<file path="src/rtl/neuron_mac_bank.sv">
// rtl/neuron_mac_bank.sv - per-unit weight/activation buffer with serial MAC and result stream
//
// Captures {weight, activation} words into NUM_UNITS x WORDS local registers and,
// on a rising edge of sum_trigger, computes one fixed-point dot product per unit.
// The sums are streamed out one unit at a time over a valid/ready handshake.
//
// Build option: NEURON_MAC_SAT_EN - saturate the scaled sum to the signed DATA_W
// range instead of wrapping.
//
// Ports:
//   clk, reset      clock (rising edge), synchronous active-low reset
//   ram_data        {weight, activation}, both signed, valid with write
//   write           capture strobe, honoured only while idle
//   unit_sel        destination unit of a capture
//   unit_address    word index within the unit
//   sum_trigger     start request, rising edge only
//   result_ready    consumer accepts the presented result
//   result_valid    a result is presented
//   result_data     scaled unit sum
//   result_unit     unit index of result_data
//   busy            engine is not idle
//   done            one-cycle pulse after the last result is accepted
//   overrun         sticky: write or start seen while busy
module neuron_mac_bank #(
    parameter int DATA_W    = 16,
    parameter int NUM_UNITS = 4,
    parameter int WORDS     = 4,
    parameter int ACC_W     = 40,
    parameter int FRAC      = 8
) (
    input  logic                  clk,
    input  logic                  reset,
    input  logic [2*DATA_W-1:0]   ram_data,
    input  logic                  write,
    input  logic [2:0]            unit_sel,
    input  logic [2:0]            unit_address,
    input  logic                  sum_trigger,
    input  logic                  result_ready,
    output logic                  result_valid,
    output logic [DATA_W-1:0]     result_data,
    output logic [2:0]            result_unit,
    output logic                  busy,
    output logic                  done,
    output logic                  overrun
);

    localparam int UW = (NUM_UNITS > 1) ? $clog2(NUM_UNITS) : 1;
    localparam int WW = (WORDS > 1) ? $clog2(WORDS) : 1;
    localparam logic [3:0] NU = 4'(NUM_UNITS);
    localparam logic [3:0] NW = 4'(WORDS);
    localparam logic [2:0] LAST_U = 3'(NUM_UNITS - 1);
    localparam logic [2:0] LAST_W = 3'(WORDS - 1);

    typedef enum logic [1:0] {S_IDLE, S_MAC, S_EMIT, S_HOLD} state_t;

    state_t                     r_state;
    state_t                     w_next;
    logic [2*DATA_W-1:0]        r_mem [NUM_UNITS][WORDS];
    logic                       r_trig;
    logic [2:0]                 r_u;
    logic [2:0]                 r_w;
    logic signed [ACC_W-1:0]    r_acc;

    logic                       w_start;
    logic                       w_accept;
    logic                       w_in_range;
    logic [2*DATA_W-1:0]        w_word;
    logic signed [DATA_W-1:0]   w_weight;
    logic signed [DATA_W-1:0]   w_act;
    logic signed [2*DATA_W-1:0] w_prod;
    logic [DATA_W-1:0]          w_scaled;

    assign busy       = (r_state != S_IDLE);
    assign w_start    = sum_trigger & ~r_trig;
    assign w_accept   = (r_state == S_HOLD) & result_valid & result_ready;
    assign w_in_range = ({1'b0, unit_sel} < NU) && ({1'b0, unit_address} < NW);

    assign w_word   = r_mem[r_u[UW-1:0]][r_w[WW-1:0]];
    assign w_weight = w_word[2*DATA_W-1:DATA_W];
    assign w_act    = w_word[DATA_W-1:0];
    assign w_prod   = w_weight * w_act;

`ifdef NEURON_MAC_SAT_EN
    localparam logic signed [ACC_W-1:0] SAT_MAX = {{(ACC_W-DATA_W+1){1'b0}}, {(DATA_W-1){1'b1}}};
    localparam logic signed [ACC_W-1:0] SAT_MIN = {{(ACC_W-DATA_W+1){1'b1}}, {(DATA_W-1){1'b0}}};
    logic signed [ACC_W-1:0] w_shifted;
    assign w_shifted = r_acc >>> FRAC;
    always_comb begin
        w_scaled = w_shifted[DATA_W-1:0];
        if (w_shifted > SAT_MAX) begin
            w_scaled = SAT_MAX[DATA_W-1:0];
        end else if (w_shifted < SAT_MIN) begin
            w_scaled = SAT_MIN[DATA_W-1:0];
        end
    end
`else
    // Low DATA_W bits of acc >>> FRAC are exactly this slice; the sign fill is discarded.
    assign w_scaled = r_acc[FRAC +: DATA_W];
`endif

    always_ff @(posedge clk) begin
        if (!reset) begin
            r_state <= S_IDLE;
        end else begin
            r_state <= w_next;
        end
    end

    always_comb begin
        w_next = r_state;
        case (r_state)
            S_IDLE: if (w_start) w_next = S_MAC;
            S_MAC:  if (r_w == LAST_W) w_next = S_EMIT;
            S_EMIT: w_next = S_HOLD;
            S_HOLD: if (w_accept) w_next = (r_u == LAST_U) ? S_IDLE : S_MAC;
            default: w_next = S_IDLE;
        endcase
    end

    always_ff @(posedge clk) begin
        if (!reset) begin
            for (int i = 0; i < NUM_UNITS; i++) begin
                for (int j = 0; j < WORDS; j++) begin
                    r_mem[i][j] <= '0;
                end
            end
            r_trig       <= 1'b0;
            r_u          <= '0;
            r_w          <= '0;
            r_acc        <= '0;
            result_valid <= 1'b0;
            result_data  <= '0;
            result_unit  <= '0;
            done         <= 1'b0;
            overrun      <= 1'b0;
        end else begin
            r_trig <= sum_trigger;
            done   <= 1'b0;

            if (write) begin
                if (busy) begin
                    overrun <= 1'b1;
                end else if (w_in_range) begin
                    r_mem[unit_sel[UW-1:0]][unit_address[WW-1:0]] <= ram_data;
                end
            end
            if (w_start && busy) begin
                overrun <= 1'b1;
            end

            case (r_state)
                S_IDLE: begin
                    if (w_start) begin
                        r_u   <= '0;
                        r_w   <= '0;
                        r_acc <= '0;
                    end
                end
                S_MAC: begin
                    r_acc <= r_acc + {{(ACC_W-2*DATA_W){w_prod[2*DATA_W-1]}}, w_prod};
                    r_w   <= r_w + 3'd1;
                end
                S_EMIT: begin
                    result_data  <= w_scaled;
                    result_unit  <= r_u;
                    result_valid <= 1'b1;
                end
                S_HOLD: begin
                    if (w_accept) begin
                        result_valid <= 1'b0;
                        if (r_u == LAST_U) begin
                            done <= 1'b1;
                        end else begin
                            r_u   <= r_u + 3'd1;
                            r_w   <= '0;
                            r_acc <= '0;
                        end
                    end
                end
                default: ;
            endcase
        end
    end

endmodule

</file>
<file path="config.mk">
export PLATFORM = sky130hd
export DESIGN_NAME = neuron_mac_bank
export DESIGN_NICKNAME = d
export VERILOG_FILES = /design/src/rtl/neuron_mac_bank.sv
export SDC_FILE = /design/constraint.sdc
export NUM_CORES = 1
export LEC_CHECK = 0
export ABC_AREA = 1
export BUFFER_PORTS_ARGS = -buffer_cell sky130_fd_sc_hd__buf_2
export CORE_UTILIZATION = 30
export CTS_CLUSTER_SIZE = 28
export DETAILED_ROUTE_END_ITERATION = 7
export HOLD_SLACK_MARGIN = 0.05
export PLACE_DENSITY = 0.4
export SLEW_MARGIN = 10
export SYNTH_ARGS = -nofsm -noshare
export SYNTH_HDL_FRONTEND = slang
export SYNTH_SLANG_ARGS = --single-unit
</file>
<file path="constraint.sdc">
create_clock -name clk -period 17.3 [get_ports clk]
set_input_delay 3.46 -clock clk [delete_from_list [all_inputs] [get_ports clk]]
set_output_delay 3.46 -clock clk [all_outputs]
set_load 0.02 [all_outputs]
</file>
==> impl_metrics.toml, run 1 <==
[sta]
clock.fmax_ghz = 0.0950
timing.slew.headroom = 0.267
finalWorstSetupSlack_ns = 6.77
tns_ns = 0
fin_skew_ns = 0.0317
setup_viol = 0
hold_viol = 0
drv_slew = 0
worst_slew_pin_slew_ns = 1.10
fin_crit_sh = 0.609
rsz0062_at_grt = "false"
finalCriticalPeriod_ns = 10.53

[route]
drtPass1Iterations = 5
routed_wl_mm = 117
via_count = 25227
viasPerCell = 4.80
first_iter_violations = 1827
antenna_left = 0
wl_per_cell_microns = 22.2
route.detailed.drc = 0

[logic_synthesis]
synth_cell_type_count = 46
synth-seq-area-share = 0.486
syn_area_sq_um = 34000
ys_ff_latch = 569
synth-edff-count = 512
synth_warnings = 0
postSynthCellCount = 3735
synth.avg_cell_area_sq_um = 9.11
ys.flop_type = "edfxtp_1"
syn-num-nets = 4071
postSynth.asyncResetShare = 0

[clock_network]
htreeDepth = 3
cts_resized = 0
cts_buffers = 72
clock_sinks = 569
cts_max_path_buffers = 3
clk_root_buffer_cell = "clkbuf_16"
cts_hold_buf = 0
cts_tree = "built"
clock_latency_ns = 0.66
cts.clk_slew.worst_paths_ns = 0.06
post_cts_buffers = 0

[grt]
grt_max_degree = 140
globalRouteOverflowTotal = 0
grtUsageMet2 = 0.341
grt_use_met1 = 0.286
gr-max-usage-layer = "met2"
grt_pass1_wl_mm = 174
grtUsageMet3 = 0.0224
grt_use_total = 0.205
grt_antenna_before_repair = 0
grt_pass1_vias = 25503

[setup_path]
path_max_fanout = 139
r2r_setup_slack_ns = 6.77
start_kind = "flip-flop"
cp_slowest_stage_delay_ns = 0.69
crit_buf_inv = 8
cp_slowest_cell = "inv_8"
critical_path_class = "reg2reg"
worstPathRequired_ns = 17.80
ff2ff_path_depth = 38
cpLargestDelayFamily = "adder cells"
timing.rr.end = "r_acc[22]$_SDFFE_PN0P_"
arrival_ns = 11.03
crit_path_end_kind = "flip-flop"

[final_layout]
num_antenna_cells = 0
fin_area_sq_um = 37900
layout_common_cells = "786 x nor2_1, 578 x nand2_1, 545 x inv_1, 512 x edfxtp_1, 209 x o21ai_0"
fillers = 11677
nets = 4043
syn_to_final_growth_pct = 11.4
instances_no_fill = 5257
drive_above_1_share = 0.0783
mostFrequentLayoutCell = "nor2_1"

[floorplan]
die_x_microns = 339
rows = 123
coreArea_sq_um = 112000
start_util = 0.302
die_y_microns = 339
boundaryPins = 66
dieArea_sq_um = 115000

[worst_hold_path]
min-delay-start = "overrun$_SDFFE_PN0P_"
whs_endpoint = "overrun$_SDFFE_PN0P_"
timing.hold.worst_path_depth = 2
hp-class = "reg2reg"

[place]
pre_cts_ws_ns = 6.67
io_buffer_count = 65
gp_congestion = 0.776
hpwl_mm = 67.3
dpl_cell_area_sq_um = 35700
post-place-cells = 5133

[status]
run_status = "finished, final reports clean"

[run]
max_cap_viol_count = 0
## worst reg2reg max path: cells and delay by family (launching register included)
kind                       cells  cell delay, ns
buffers and inverters          8            2.47
adders and majority gates      8            3.45
and+or+nand+nor                9            1.85
xor gates and xnor gates       1            0.14
DFF                            1            0.56
AOI/OAI and AO/OA             12            1.94
## worst max path at each step
| stage | start | to | slack (ns) | cells after the start |
|---|---|---|---|---|
| floorplan | flip-flop | r_acc[22]$_SDFFE_PN0P_ | 9.39 | 40 |
| global placement | flip-flop | r_acc[22]$_SDFFE_PN0P_ | 6.86 | 38 |
| detailed placement | flip-flop | r_acc[22]$_SDFFE_PN0P_ | 6.67 | 38 |
| CTS | flip-flop | r_acc[22]$_SDFFE_PN0P_ | 6.67 | 38 |
| global route | flip-flop | r_acc[22]$_SDFFE_PN0P_ | 5.91 | 38 |
| finish | flip-flop | r_acc[22]$_SDFFE_PN0P_ | 6.77 | 38 |
## layout make-up
type / instances / area, sq um / share of cell area
clock buffer: 89 / 1900 / 0.0500
clock inverter: 35 / 290 / 0.00766
tap: 1500 / 1880 / 0.0495
sequential: 569 / 16500 / 0.436
timing repair buffer: 125 / 776 / 0.0205
inverter: 558 / 2100 / 0.0555
multi-input combinational: 2381 / 14400 / 0.381
## logic make-up (layout without fill, tap and decap cells)
group	count (synthesis)	count (layout)	synth area share
xor+xnor	30	30	0.00772
fa+ha+maj	293	293	0.149
buf+inv	785	807	0.0933
simple gates	1608	1608	0.188
compound gates	450	450	0.0765
flops	569	569	0.486
## routing by layer
metal / vias up / routed length (microns) / part of all wire
li1: 11906 / - / -
met1: 12647 / 55000 / 0.47
met2: 545 / 55100 / 0.47
met3: 129 / 4560 / 0.039
met4: 0 / 2120 / 0.018
met5: - / 0 / 0
## registers in the layout, summed over array words and instances (netlist names), 2 cells and up, named ones only
| signal | count |
|---|---|
| result_unit | 3 |
| r_mem | 512 |
| r_w | 3 |
| r_state | 2 |
| r_u | 3 |
| result_data | 16 |
| r_acc | 24 |
## cell usage after synthesis (3+ instances only)
| library cell | n | area share |
|---|---|---|
| nand2_1 | 610 | 0.067 |
| edfxtp_1 | 512 | 0.45 |
| nor2_1 | 786 | 0.087 |
| ha_1 | 105 | 0.039 |
| o21ai_0 | 209 | 0.031 |
| or2_2 | 4 | 0.00074 |
| o21ai_1 | 25 | 0.0037 |
| nand3_2 | 6 | 0.0018 |
| xnor2_1 | 11 | 0.0028 |
| nand3b_1 | 4 | 0.00088 |
| a21o_1 | 3 | 0.00066 |
| o211ai_1 | 31 | 0.0068 |
| nand2_2 | 8 | 0.0015 |
| buf_2 | 46 | 0.0068 |
| o31ai_1 | 3 | 0.00066 |
| buf_1 | 6 | 0.00066 |
| a31oi_1 | 3 | 0.00055 |
| o221ai_1 | 49 | 0.013 |
| inv_1 | 547 | 0.060 |
| inv_2 | 9 | 0.00099 |
| dfxtp_1 | 57 | 0.034 |
| nor3_1 | 10 | 0.0015 |
| buf_4 | 12 | 0.0026 |
| buf_6 | 13 | 0.0043 |
| nand3_1 | 170 | 0.025 |
| nor4_1 | 4 | 0.00074 |
| o22ai_1 | 18 | 0.0033 |
| a21oi_1 | 96 | 0.014 |
| xor2_1 | 19 | 0.0049 |
| fa_1 | 188 | 0.11 |
| clkbuf_1 | 148 | 0.016 |
| nand2_4 | 3 | 0.00099 |
## metrics by stage
stage | hold slack [ns] | util
6_report | 0.445 | 0.337
5_1_grt | 0.479 | 0.337
4_1_cts | 0.454 | 0.337
3_5_place_dp | 0.445 | 0.317
3_3_place_gp | 0.441 | 0.317
2_1_floorplan | 0.449 | -
Power of run 1 is left out: the tool's default activity adds up to more than one toggle a clock period on the data nets, which glitch-free logic cannot reach.
==> inputs of run 2 (changes only) <==
--- a/config.mk
+++ b/config.mk
@@ -11,7 +11,7 @@
 export CTS_CLUSTER_SIZE = 28
 export DETAILED_ROUTE_END_ITERATION = 7
 export HOLD_SLACK_MARGIN = 0.05
-export PLACE_DENSITY = 0.4
+export PLACE_DENSITY = 0.42
 export SLEW_MARGIN = 10
 export SYNTH_ARGS = -nofsm -noshare
 export SYNTH_HDL_FRONTEND = slang
==> constraint.sdc (replaced) <==
create_clock -name clk -period 9.12 [get_ports clk]
set_input_delay 1.824 -clock clk [delete_from_list [all_inputs] [get_ports clk]]
set_output_delay 1.824 -clock clk [all_outputs]
set_load 0.02 [all_outputs]
==> run 2 against run 1 <==
  * Sequential share of layout area down 0.95 points
  * Core utilization up 0.75 points
  * Global-route usage down 0.19 points
  * Sequential cell count unchanged
  * Worst hold slack better by 0.012 ns
  * Largest cell class unchanged
==> impl_metrics.toml, run 2 (synthesized netlist as in run 1, its figures left out) <==
[clock_network]
cts_tree = "built"
cts_buffers = 72
clock_sinks = 569
clk_root_buffer_cell = "clkbuf_16"
htreeDepth = 3
cts_hold_buf = 0
cts.clk_slew.worst_paths_ns = 0.06
cts_max_path_buffers = 3
clock_latency_ns = 0.64

[worst_hold_path]
hp-class = "reg2reg"

[sta]
finalCriticalPeriod_ns = 8.53
clock.fmax_ghz = 0.117
rsz0062_at_grt = "false"
setup_viol = 0
drv_slew = 0
fin_skew_ns = 0.0263
timing.slew.headroom = 0.290
worst_slew_pin_slew_ns = 1.06
hold_viol = 0
tns_ns = 0
fin_crit_sh = 0.936

[place]
gp_congestion = 0.804
io_buffer_count = 65
hpwl_mm = 71.1

[route]
wl_per_cell_microns = 21.8
via_count = 25485
route.detailed.drc = 0
routed_wl_mm = 116
viasPerCell = 4.78
drtPass1Iterations = 6
antenna_left = 0
first_iter_violations = 1992

[status]
run_status = "finished, final reports clean"

[floorplan]
rows = 123
dieArea_sq_um = 115000
boundaryPins = 66
die_x_microns = 339
die_y_microns = 339
start_util = 0.302
coreArea_sq_um = 112000

[final_layout]
largest_register = "r_mem"
largest_register_ffs = 512
nets = 4108
drive_above_1_share = 0.0972
largest_registers = "r_mem x512, r_acc x24, result_data x16"
fillers = 11556
layout_common_cells = "786 x nor2_1, 573 x nand2_1, 545 x inv_1, 512 x edfxtp_1, 208 x o21ai_0"
syn_to_final_growth_pct = 13.9
mostFrequentLayoutCell = "nor2_1"

[grt]
globalRouteOverflowTotal = 0
grt_antenna_before_repair = 2
grt_use_total = 0.203
grt_pass1_wl_mm = 172
grt_max_degree = 99
grt_pass1_vias = 25837

[setup_path]
worstPathRequired_ns = 9.61
crit_path_end_kind = "flip-flop"
cp_slowest_cell = "fa_1"
crit_top_cell = "fa_1"
path_max_fanout = 32
start_kind = "flip-flop"
critical_path_class = "reg2reg"
arrival_ns = 9.02
cp_slowest_stage_delay_ns = 0.54

[run]
max_cap_viol_count = 0
run 2: cell count changes in the layout (fill, tap and decap cells not counted), moves of 3 or more:
| cell | delta |
|---|---|
| buf_12 | +12 |
| buf_4 | +49 |
| buf_6 | +3 |
| bufinv_16 | +4 |
| clkbuf_1 | -4 |
| nand2_1 | -5 |
| nand2_2 | +6 |
run 2: routing by layer:
metal	up-vias	GRT usage	routed length, microns
met2	666	0.332	53600
met4	0	0.0648	3650
met1	12582	0.273	52900
met3	179	0.0346	5800
met5	-	0	0
li1	12058	-	-
run 2: metrics by stage:
step | util | hold WS (ns) | setup WS, ns | cell area (sq um) | cells
global route | 0.344 | 0.489 | 0.0510 | 38700 | 5326
finish | 0.344 | 0.457 | 0.587 | 38700 | 5328
global placement | 0.323 | 0.449 | 0.432 | 36300 | 5196
CTS | 0.344 | 0.462 | 0.303 | 38700 | 5324
floorplan | - | 0.449 | 1.21 | 34000 | 3735
detailed placement | 0.323 | 0.453 | 0.316 | 36300 | 5196
run 2: critical path: cells and delay by family (launching register included):
kind / cells / cell delay (ns)
adder cells (fa/ha/maj): 8 / 3.58
AO/OA/AOI/OAI: 10 / 1.52
AND/OR/NAND/NOR: 9 / 1.34
buffers and inverters: 9 / 1.20
flip-flops: 1 / 0.50
XOR/XNOR: 1 / 0.18
run 2: what timing repair did:
action,4_1_cts,5_1_grt
resized for setup,0,17
endpoints found under the hold margin,0,0
endpoints found under the setup margin,0,5
buffers inserted,0,2
run 2: worst paths after layout:
path                                            from                      to  slack [ns]  depth (start not counted)
worst min-delay path            overrun$_SDFFE_PN0P_    overrun$_SDFFE_PN0P_        0.46                          2
worst max register to register             flip-flop  r_acc[21]$_SDFFE_PN0P_        0.59                         37
worst min register to register  overrun$_SDFFE_PN0P_    overrun$_SDFFE_PN0P_        0.46                          2
worst max-delay path                       flip-flop  r_acc[21]$_SDFFE_PN0P_        0.59                         37
run 2: layout make-up:
type | instances | area, sq um | area share
Inverter | 558 | 2110 | 0.0545
Sequential cell | 569 | 16500 | 0.427
Antenna cell | 2 | 5.00 | 0.000129
Tap cell | 1500 | 1880 | 0.0484
Clock buffer | 85 | 1890 | 0.0489
Multi-Input combinational cell | 2381 | 14400 | 0.373
Clock inverter | 43 | 435 | 0.0112
Timing Repair Buffer | 190 | 1450 | 0.0373
Power of run 2 is left out for the same reason.
==> inputs of run 3 (changes only) <==
--- a/config.mk
+++ b/config.mk
@@ -7,11 +7,11 @@
 export LEC_CHECK = 0
 export ABC_AREA = 1
 export BUFFER_PORTS_ARGS = -buffer_cell sky130_fd_sc_hd__buf_2
-export CORE_UTILIZATION = 30
+export CORE_UTILIZATION = 45
 export CTS_CLUSTER_SIZE = 28
 export DETAILED_ROUTE_END_ITERATION = 7
 export HOLD_SLACK_MARGIN = 0.05
-export PLACE_DENSITY = 0.42
+export PLACE_DENSITY = 0.59
 export SLEW_MARGIN = 10
 export SYNTH_ARGS = -nofsm -noshare
 export SYNTH_HDL_FRONTEND = slang
==> run 3 against run 2 <==
  * Via count up 0.64%
  * Core utilization up 16 points
  * Count of clock-buffer cells in the layout down 7
  * Maximum frequency up 0.73%
  * Largest cell class unchanged
==> impl_metrics.toml, run 3 (synthesized netlist as in run 1, its figures left out) <==
[setup_path]
r2r_setup_slack_ns = 0.65
timing.rr.end = "r_acc[21]$_SDFFE_PN0P_"
cp_slowest_cell = "fa_1"
arrival_ns = 8.95
crit_top_cell = "fa_1"
cp_slowest_stage_delay_ns = 0.56
crit_end = "r_acc[21]$_SDFFE_PN0P_"
path_max_fanout = 89
worstPathRequired_ns = 9.60
crit_path_end_kind = "flip-flop"
critical_path_class = "reg2reg"
start_kind = "flip-flop"
ff2ff_path_depth = 36

[floorplan]
boundaryPins = 66
rows = 100
die_y_microns = 277
start_util = 0.456
die_x_microns = 277
coreArea_sq_um = 74600
dieArea_sq_um = 76700

[route]
first_iter_violations = 2752
routed_wl_mm = 101
antenna_left = 0
drtPass1Iterations = 6
viasPerCell = 5.39
wl_per_cell_microns = 21.2
route.detailed.drc = 0
via_count = 25647

[clock_network]
post_cts_buffers = 0
htreeDepth = 3
clock_latency_ns = 0.62
clock_sinks = 569
cts.clk_slew.worst_paths_ns = 0.06
clk_root_buffer_cell = "clkbuf_16"
cts_hold_buf = 0
cts_tree = "built"
cts_max_path_buffers = 3
cts_buffers = 66

[place]
io_buffer_count = 65
gp_congestion = 0.891
dpl_cell_area_sq_um = 35300
hpwl_mm = 61.1

[sta]
fin_crit_sh = 0.929
fin_skew_ns = 0.0377
clock.fmax_ghz = 0.118
hold_viol = 0
rsz0062_at_grt = "false"
setup_viol = 0
tns_ns = 0
worst_slew_pin_slew_ns = 1.10
finalCriticalPeriod_ns = 8.47
timing.slew.headroom = 0.270
drv_slew = 0

[final_layout]
largest_register = "r_mem"
layout_common_cells = "786 x nor2_1, 570 x nand2_1, 546 x inv_1, 512 x edfxtp_1, 209 x o21ai_0"
syn_to_final_growth_pct = 10.5
fillers = 7022
seq_area_sq_um = 16500
largest_registers = "r_mem x512, r_acc x24, result_data x16"
drive_above_1_share = 0.0882
multi_input_comb_area_sq_um = 14400
fin_area_sq_um = 37600
nets = 4069
mostFrequentLayoutCell = "nor2_1"
largest_register_ffs = 512
num_antenna_cells = 0

[grt]
grt_use_total = 0.265
grt_pass1_vias = 25018
grt_max_degree = 90
grt_pass1_wl_mm = 153
globalRouteOverflowTotal = 0
grt_antenna_before_repair = 2

[status]
run_status = "finished, final reports clean"

[run]
max_cap_viol_count = 0

[worst_hold_path]
hp-class = "reg2reg"
[run 3: changes by cell type in the layout (fill, tap and decap cells not counted), sizes merged]
cell	delta
buf	-33
bufinv	-2
clkbuf	-7
clkinv	-2
clkinvlp	+2
diode	-2
inv	+2
[run 3: through the flow]
stage	hold WS, ns	std cells	worst slack (ns)	utilization
finish	0.451	4755	0.649	0.504
global route	0.485	4755	0.00666	0.504
CTS	0.455	4755	0.391	0.503
detailed placement	0.446	4634	0.416	0.474
global placement	0.440	4634	0.512	0.474
floorplan	0.449	3735	1.21	-
[run 3: layout make-up]
| class | instances | share of cell area |
|---|---|---|
| sequential | 569 | 0.440 |
| multi-input combinational | 2381 | 0.384 |
| inverter | 558 | 0.0561 |
| clock buffer | 78 | 0.0462 |
| tap | 969 | 0.0323 |
| timing repair buffer | 157 | 0.0294 |
| clock inverter | 43 | 0.0122 |
[run 3: critical path, delay by kind of cell (launching register included)]
family	cells	cell delay (ns)
AOI/OAI and AO/OA	8	1.00
xor gates and xnor gates	1	0.19
adders and majority gates	8	3.85
buffers and inverters	7	0.94
DFF	1	0.43
and+or+nand+nor	12	1.84
[run 3: how the worst min path moves through the flow]
stage | slack, ns | depth (start not counted) | to | from
global placement | 0.44 | 2 | overrun$_SDFFE_PN0P_ | overrun$_SDFFE_PN0P_
finish | 0.45 | 2 | overrun$_SDFFE_PN0P_ | overrun$_SDFFE_PN0P_
CTS | 0.45 | 2 | overrun$_SDFFE_PN0P_ | overrun$_SDFFE_PN0P_
global route | 0.49 | 2 | r_acc[0]$_SDFFE_PN0P_ | r_acc[0]$_SDFFE_PN0P_
detailed placement | 0.45 | 2 | overrun$_SDFFE_PN0P_ | overrun$_SDFFE_PN0P_
floorplan | 0.45 | 2 | r_acc[0]$_SDFFE_PN0P_ | r_acc[0]$_SDFFE_PN0P_
[run 3: metal layers]
| layer | routed length [microns] | share of wire | global-route usage |
|---|---|---|---|
| met1 | 42200 | 0.42 | 0.363 |
| met2 | 47100 | 0.47 | 0.432 |
| met3 | 8350 | 0.083 | 0.0391 |
| met4 | 2990 | 0.030 | 0.0860 |
| met5 | 0 | 0 | 0 |
[run 3: repair_timing]
action / in CTS / in global routing
endpoints found under the hold margin: 0 / 0
endpoints found under the setup margin: 0 / 5
resized for setup: 0 / 15
Power of run 3 is left out for the same reason.
